$ cat src/rtl/sha_block_loader.sv
`default_nettype none
// ============================================================================
// Module   : sha_block_loader
// Brief    : Streams one pre-padded 512-bit block into a memory-mapped SHA-256
//            core, starts it, waits for done and returns the 256-bit digest.
//            Optional WAIT timeout: define SHA_LOADER_TIMEOUT_EN.
// Revision : 1.0 - initial release
// ============================================================================
module sha_block_loader (
    input  logic         clk_in,
    input  logic         rst_in,
    input  logic         first_in,
    input  logic         w_valid,
    input  logic [31:0]  w_data,
    output logic         w_ready,
    output logic [31:0]  core_a,
    output logic [31:0]  core_d,
    input  logic [31:0]  core_dout,
    input  logic [31:0]  core_status,
    output logic         dig_valid,
    output logic [255:0] dig_data,
    input  logic         dig_ready,
    output logic         busy,
    output logic         err
);
    localparam logic [31:0] c_addr_init0 = 32'h2000_0000;
    localparam logic [31:0] c_addr_init1 = 32'h4000_0000;
    localparam logic [31:0] c_addr_start = 32'h8000_0000;
    localparam logic [31:0] c_addr_h0    = 32'h0000_0010;

    typedef enum logic [2:0] {
        S_IDLE  = 3'd0,
        S_INIT  = 3'd1,
        S_LOAD  = 3'd2,
        S_WRITE = 3'd3,
        S_START = 3'd4,
        S_WAIT  = 3'd5,
        S_READ  = 3'd6,
        S_OUT   = 3'd7
    } state_t;

    state_t            r_state;
    logic [3:0]        r_idx;
    logic [5:0]        r_step;
    logic [31:0]       r_words [16];
    logic              r_w_ready;
    logic [31:0]       r_core_a;
    logic [31:0]       r_core_d;
    logic              r_dig_valid;
    logic [0:7][31:0]  r_h;

    logic w_accept;
    logic w_wait_exit;
    logic w_unused_status;

    assign w_accept        = w_valid & r_w_ready;
    assign w_unused_status = ^core_status[31:1];

`ifdef SHA_LOADER_TIMEOUT_EN
    localparam logic [15:0] c_tmo_last = 16'd4095;
    logic [15:0] r_tmo;
    logic        r_abort;
    logic        r_err;
    assign w_wait_exit = core_status[0] & ~r_abort;
    assign err         = r_err;
`else
    assign w_wait_exit = core_status[0];
    assign err         = 1'b0;
`endif

    // Word buffer is pure datapath; w_ready is low whenever reset is active.
    always_ff @(posedge clk_in) begin
        if (w_accept) begin
            r_words[r_idx] <= w_data;
        end
    end

    always_ff @(posedge clk_in or posedge rst_in) begin
        if (rst_in) begin
            r_state     <= S_IDLE;
            r_idx       <= 4'd0;
            r_step      <= 6'd0;
            r_w_ready   <= 1'b0;
            r_core_a    <= 32'd0;
            r_core_d    <= 32'd0;
            r_dig_valid <= 1'b0;
            r_h         <= '0;
`ifdef SHA_LOADER_TIMEOUT_EN
            r_tmo       <= 16'd0;
            r_abort     <= 1'b0;
            r_err       <= 1'b0;
`endif
        end else begin
            case (r_state)
                S_IDLE: begin
                    r_w_ready <= 1'b1;
                    r_core_a  <= 32'd0;
                    r_core_d  <= 32'd0;
                    if (w_accept) begin
                        r_idx  <= 4'd1;
                        r_step <= 6'd0;
                        if (first_in) begin
                            r_state   <= S_INIT;
                            r_w_ready <= 1'b0;
                            r_core_a  <= c_addr_init0;
                        end else begin
                            r_state <= S_LOAD;
                        end
                    end
                end
                S_INIT: begin
                    r_step <= r_step + 6'd1;
                    if (r_step[1:0] == 2'd1) begin
                        r_core_a <= c_addr_init1;
                    end else if (r_step[1:0] == 2'd3) begin
                        r_state   <= S_LOAD;
                        r_core_a  <= 32'd0;
                        r_w_ready <= 1'b1;
                    end
                end
                S_LOAD: begin
                    // Index saturates at 15 so a 17th word can never be taken.
                    if (w_accept) begin
                        if (r_idx == 4'd15) begin
                            r_state   <= S_WRITE;
                            r_w_ready <= 1'b0;
                            r_step    <= 6'd0;
                            r_core_a  <= 32'd0;
                        end else begin
                            r_idx <= r_idx + 4'd1;
                        end
                    end
                end
                S_WRITE: begin
                    // step[5:2] is the word number, step[1] selects address/data half.
                    r_step <= r_step + 6'd1;
                    case (r_step[1:0])
                        2'd1: r_core_d <= r_words[r_step[5:2]];
                        2'd3: begin
                            if (r_step[5:2] == 4'd15) begin
                                r_state  <= S_START;
                                r_core_a <= c_addr_start;
                            end else begin
                                r_core_a <= {28'd0, r_step[5:2] + 4'd1};
                            end
                        end
                        default: ;
                    endcase
                end
                S_START: begin
                    r_state <= S_WAIT;
                    r_step  <= 6'd0;
`ifdef SHA_LOADER_TIMEOUT_EN
                    r_tmo   <= 16'd0;
`endif
                end
                S_WAIT: begin
                    if (w_wait_exit) begin
                        r_state  <= S_READ;
                        r_step   <= 6'd0;
                        r_core_a <= c_addr_h0;
                    end
`ifdef SHA_LOADER_TIMEOUT_EN
                    else if (r_abort) begin
                        r_step <= r_step + 6'd1;
                        if (r_step[0]) begin
                            r_state   <= S_IDLE;
                            r_abort   <= 1'b0;
                            r_idx     <= 4'd0;
                            r_core_a  <= 32'd0;
                            r_core_d  <= 32'd0;
                            r_w_ready <= 1'b1;
                        end
                    end else if (r_tmo == c_tmo_last) begin
                        r_err    <= 1'b1;
                        r_abort  <= 1'b1;
                        r_step   <= 6'd0;
                        r_core_a <= c_addr_init0;
                    end else begin
                        r_tmo <= r_tmo + 16'd1;
                    end
`endif
                end
                S_READ: begin
                    // The core's read data is valid on the second cycle of each address.
                    r_step <= r_step + 6'd1;
                    if (r_step[0]) begin
                        r_h[r_step[3:1]] <= core_dout;
                        if (r_step[3:1] == 3'd7) begin
                            r_state     <= S_OUT;
                            r_dig_valid <= 1'b1;
                            r_core_a    <= 32'd0;
                        end else begin
                            r_core_a <= c_addr_h0 + {29'd0, r_step[3:1] + 3'd1};
                        end
                    end
                end
                S_OUT: begin
                    if (dig_ready) begin
                        r_state     <= S_IDLE;
                        r_dig_valid <= 1'b0;
                        r_idx       <= 4'd0;
                        r_w_ready   <= 1'b1;
                        r_core_a    <= 32'd0;
                        r_core_d    <= 32'd0;
                    end
                end
                default: r_state <= S_IDLE;
            endcase
        end
    end

    assign w_ready   = r_w_ready;
    assign core_a    = r_core_a;
    assign core_d    = r_core_d;
    assign dig_valid = r_dig_valid;
    assign dig_data  = r_h;
    assign busy      = (r_state != S_IDLE);

endmodule
`default_nettype wire

$ cat config.mk
export PLATFORM = sky130hd
export DESIGN_NAME = sha_block_loader
export DESIGN_NICKNAME = d
export VERILOG_FILES = /design/src/rtl/sha_block_loader.sv
export SDC_FILE = /design/constraint.sdc
export NUM_CORES = 1
export LEC_CHECK = 0
export CAP_MARGIN = 10
export CORE_MARGIN = 2
export CORE_UTILIZATION = 59
export CTS_CLUSTER_DIAMETER = 50
export DETAILED_ROUTE_END_ITERATION = 8
export PLACE_DENSITY_LB_ADDON = 0.25
export SLEW_MARGIN = 10
export SYNTH_ARGS = -nofsm -noshare
export SYNTH_HDL_FRONTEND = slang
export SYNTH_SLANG_ARGS = --single-unit
export TNS_END_PERCENT = 30
$ cat constraint.sdc
create_clock -name clk_in -period 27.5 [get_ports clk_in]
set_clock_uncertainty 0.15 [all_clocks]
set_input_delay 4.125 -clock clk_in [delete_from_list [all_inputs] [get_ports clk_in]]
set_output_delay 4.125 -clock clk_in [all_outputs]
set_load 0.03 [all_outputs]
======== Word-level counts from Yosys, hierarchy flattened ========
Memory sizes are Yosys's and may differ from the RTL's.
Cells that the tools add are included.
word-level totals
  bits in registers ....................... 335
  bits in latches ......................... 0
  RAM bits ................................ 512
  bits in read-only memories .............. 0
  input bits .............................. 101
  output and inout port bits .............. 324
  memories ................................ 1
cells by class
  $add $sub $neg .......................... 5
  multiply operators ...................... 0
  div/mod/pow operators ................... 0
  magnitude comparators ................... 2
  equal/unequal tests ..................... 26
  shifts and indexed selects .............. 0
  mux-type cells .......................... 55
  bitwise operators ....................... 2
  reductions and logical operators ........ 18
memory list
  name     words  width  read ports  clocked after Yosys merged registers in  write ports  RTL line  source
  r_words  16     32     1           0                                        1            45        logic [31:0] r_words [16];
operators by type and width
  cell                 count
  $mux 32              11
  $bwmux 256           1
  $pmux 32 s7          1
  $demux 32 s3         1
  $pmux 32 s3          1
  $mux 30              2
  $mux 3               11
  $mux 6               5
  $pmux 6 s5           1
  $ne 2x2->1 const B   13
  $pmux 3 s8           1
  $mux 4               4
  $eq 3x3->1 const B   5
  $mux 1               12
  $pmux 4 s3           1
  $reduce_and 11->1    1
  $reduce_and 5->1     2
  $reduce_bool 3->1    3
  $add 4x1->4 const B  2
  $eq 4x4->1 const B   2
  $reduce_and 8->1     1
  $reduce_bool 7->1    1
  $add 5x3->6 const A  1
  $add 6x1->6 const B  1
  23 further kinds     24

======== Depth between registers and ports, before layout ========
  word-level depth ........................ 6
  depth in mapped cells ................... 9
  mapped depth without buffers ............ 6

======== Worst setup path before layout ========
OpenSTA, ideal clock, no wires.
  path kind ............................... input port to flip-flop
  start point ............................. input w_valid
  end point ............................... memory r_words[10][0], enable pin
  setup time .............................. 0.392 ns
  arrival ................................. 5.316 ns
  data required time ...................... 26.958 ns
  setup slack ............................. 21.642 ns
  cell stages on the path ................. 4
  path through ............................ and2_1 -> nand2_1 -> nor2_1 -> and2_1
on the way
  cells in the longest elaborated chain, start to end .. 3
RTL lines
  item                          RTL line  source
  start: declaration            13        input logic w_valid,
  $and 1x1->1                   56        assign w_accept = w_valid & r_w_ready;
  $mux 1                        73        if (w_accept) begin
  $mux 1 (implied by the code)  74        r_words[r_idx] <= w_data;
  end: declaration              45
Every way passes these cells.

======== Final worst setup path ========
  start point ............................. register r_state[2]
  end point ............................... output busy
on the way
  cells in the longest elaborated chain, start to end .. 1
RTL lines
  item                      RTL line  source
  start: declaration        42        state_t r_state;
  start signal: assignment  80        r_state <= S_IDLE;
  start signal: assignment  103       r_state <= S_INIT;
  start signal: assignment  107       r_state <= S_LOAD;
  $reduce_bool 3->1         218       assign busy = (r_state != S_IDLE);
  end: declaration          23        output logic busy,
Every way passes these cells.

==> impl_results.md <==
* First-pass GRT wire length at 115,000 microns
* Gate Count Post-Synth at 1,768
* Critical path class: flop to output pin
* Critical Path RT at 23.23 ns
* Total CTS buffers at 84
* Clk slew on worst S/H paths at 0.06 ns
* Tot GR Track Use at 0.279
* Most common cell in the synthesized netlist: edfxtp_1
* CP Capture Type: output pin
* I/O Buffers at 368
* Final Wtd Congestion at 0.844
* Area growth syn-to-layout at 21.9%
* Top FF cell, synth: edfxtp_1
* Clock latency on the worst-skew pair at 0.62 ns
* Yosys warnings at 0
* Hold Path Origin: dig_data[34]
* Core area at 53,700 sq um
* Relative slew slack at 0.210
* Fin cells at 2,914
* PwrDens at 109 nW/um^2
* Die width at 237 microns
* DRC at 0
* Die area at 56,000 sq um
* Vias per cell at 6.04
* Ports at 425
* Area after DPL at 36,200 sq um
* Worst-margin pin slew at 1.18 ns
* R2R depth at 5
* Filler Cells Inserted at 3,220
* Post-synth EDFFs at 512
* Netlist cell types at 50
* PostCTS Resize Cnt at 0
* Syn Area/Cell at 18.1 sq um
* Die height at 237 microns
* Pins Over Slew Limit at 0
* CP max-delay cell: dfrtp_1
* CP Cell Sequence: or3_1, clkdlybuf4s50_1
* Synth area leader: edfxtp_1
* Initial antenna violation count at 8
* Comb pwr share at 0.338
* Peak VDD IR at 0.0660 mV
* Share of total power in the clock network at 0.264
* H-tree depth at 3
* Pleak at 14.4 nW
* Clk sink count at 823
* Crit path DAT at 2.48 ns
* Startpoint Class: flop
* DRT Pass-1 Iters at 5
* Net switching power at 0.00143 W
* Via count at 17,600
* CTS root buf: clkbuf_16
* Max_cap viols at 0
* Part of the cycle the worst path needs at 0.246
* Dpl cells at 2,756
* R2r endpoint: dig_data[209]
* Number of routed nets with antenna violations at 0
* Status: complete, no violations
* Gr ovfl total at 0
* Minimum clock period at 6.76 ns
* Cell Area, Synth at 31,900 sq um
* Post-synth top area share at 0.482
* Reg2reg setup slack at 24.12 ns
* Post-synth ARST share at 0.378
* Final setup violation count at 0
* R2R Path Start: r_step[3]
* Layout cells sized above 1 at 0.266
* Worst path max stage delay at 0.94 ns
* Hold WC Path Type: flop to flop
* Total Negative Setup Slacks at 0 ns
* Post-synth top cells: 512 x edfxtp_1, 311 x dfrtp_1, 310 x mux2_2
* WL final at 76,900 microns
* Largest net degree at the start of global routing at 124
* CTS Hold Bufs at 0
* Final hold viol count at 0
* Yosys reg bits at 823
* Vias in the first global route at 18,200
* Sequential area share after synthesis at 0.725
* Fin nets at 2,259
* Detail Placement HPWL at 44,100 microns
* Synth area leaders: edfxtp_1 48%, dfrtp_1 24%, mux2_2 11%, mux4_2 6.9%, nand2_1 1.4%
* Clock tree buffer depth at 3
* CP delay by family, top: flip-flops
* Sw Share at 0.337
* Cell Rows at 85
* Post-CTS Setup Inserts at 0
* Internal Pwr Total at 0.00282 W
* WHS Path Cells at 1
* Critical-path maximum fanout at 32
* DR WL/cell at 26.4 microns
* CTS tree: done
* Final Cell Area at 38,900 sq um
* Worst Hold Margin at 0.335 ns
* Worst hold path endpoint: dig_data[34]
* Sequential share of power at 0.399
* Iter 0 DRT Violations at 1,514
* Fmax at 148 MHz
* Buf+Inv Stages, Crit Path at 1
* RSZ-0062 raised after global routing: false
* Initial Utilization at 0.594
## power groups by stage
stage               clock [W]  combinational [W]  sequential [W]
CTS                   0.00114            0.00144         0.00169
global placement            0            0.00141         0.00170
global route          0.00119            0.00151         0.00172
detailed placement          0            0.00144         0.00172
floorplan                   0           0.000573         0.00199
finish                0.00112            0.00144         0.00169
## layout by cell type (no fill, tap or decap), types with 5 or more instances in the layout
| cell type | instances |
|---|---|
| o22ai_1 | 36 |
| nand3b_1 | 5 |
| clkbuf_1 | 23 |
| nand2_1 | 117 |
| bufinv_16 | 5 |
| clkinv_2 | 10 |
| inv_1 | 13 |
| o21ai_0 | 10 |
| a21oi_1 | 15 |
| conb_1 | 25 |
| dfrtp_1 | 308 |
| clkbuf_16 | 86 |
| clkdlybuf4s50_1 | 368 |
| mux2_1 | 9 |
| clkbuf_8 | 11 |
| edfxtp_1 | 512 |
| mux2_2 | 310 |
| nand2b_1 | 5 |
| and3_1 | 5 |
| nor3b_1 | 5 |
| nand3_1 | 7 |
| clkinv_1 | 5 |
| a31oi_1 | 5 |
| nor2_1 | 37 |
| a221o_1 | 32 |
| mux4_2 | 98 |
| buf_4 | 18 |
| ha_1 | 12 |
| and2_2 | 20 |
| nor3_1 | 36 |
| inv_6 | 7 |
## per-layer routing
layer	vias up	global-route usage	part of all wire
li1	7506	-	-
met1	9117	0.350	0.38
met2	794	0.472	0.51
met3	165	0.0646	0.077
met4	8	0.115	0.035
met5	-	0	0.00069
## flip-flops by register name (all words and copies together) (netlist names), 3 cells and up
name      cells
r_words     512
core_a        8
r_idx         4
r_state       3
core_d       32
r_step        6
dig_data    256
## worst max-delay path by stage
stage                    start             to  depth (start not counted)
floorplan               rst_in      core_a[0]                          1
global placement        rst_in  dig_data[146]                          4
detailed placement      rst_in  dig_data[146]                          4
CTS                 r_state[2]           busy                          2
global route            rst_in  dig_data[216]                          4
finish              r_state[2]           busy                          2
## metrics by stage
step	util	worst slack, ns	total power [W]
6_report	0.724	20.74	0.00425
5_1_grt	0.724	20.62	0.00442
4_1_cts	0.724	20.71	0.00428
3_5_place_dp	0.673	20.31	0.00315
3_3_place_gp	0.673	20.35	0.00312
2_1_floorplan	-	14.62	0.00257
## cell families after synthesis
kind of cell | share of synthesized area
AOI/OAI and AO/OA | 0.0249
adders and majority gates | 0.00470
muxes | 0.184
and+or+nand+nor | 0.0380
DFF | 0.725
buffers and inverters | 0.0216
other | 0.000117
xor gates and xnor gates | 0.00110
## cell type report
| type | count | area, sq um | area share |
|---|---|---|---|
| diodes | 4 | 10.0 | 0.000257 |
| clock buffers | 121 | 2400 | 0.0616 |
| clock inverters | 33 | 335 | 0.00862 |
| inverters | 16 | 67.6 | 0.00174 |
| multi-input cells | 834 | 8220 | 0.211 |
| flip-flops and latches | 823 | 23200 | 0.595 |
| well taps | 696 | 871 | 0.0224 |
| repair buffers | 387 | 3840 | 0.0987 |
Note: power is estimated with default switching activity, not from simulation.
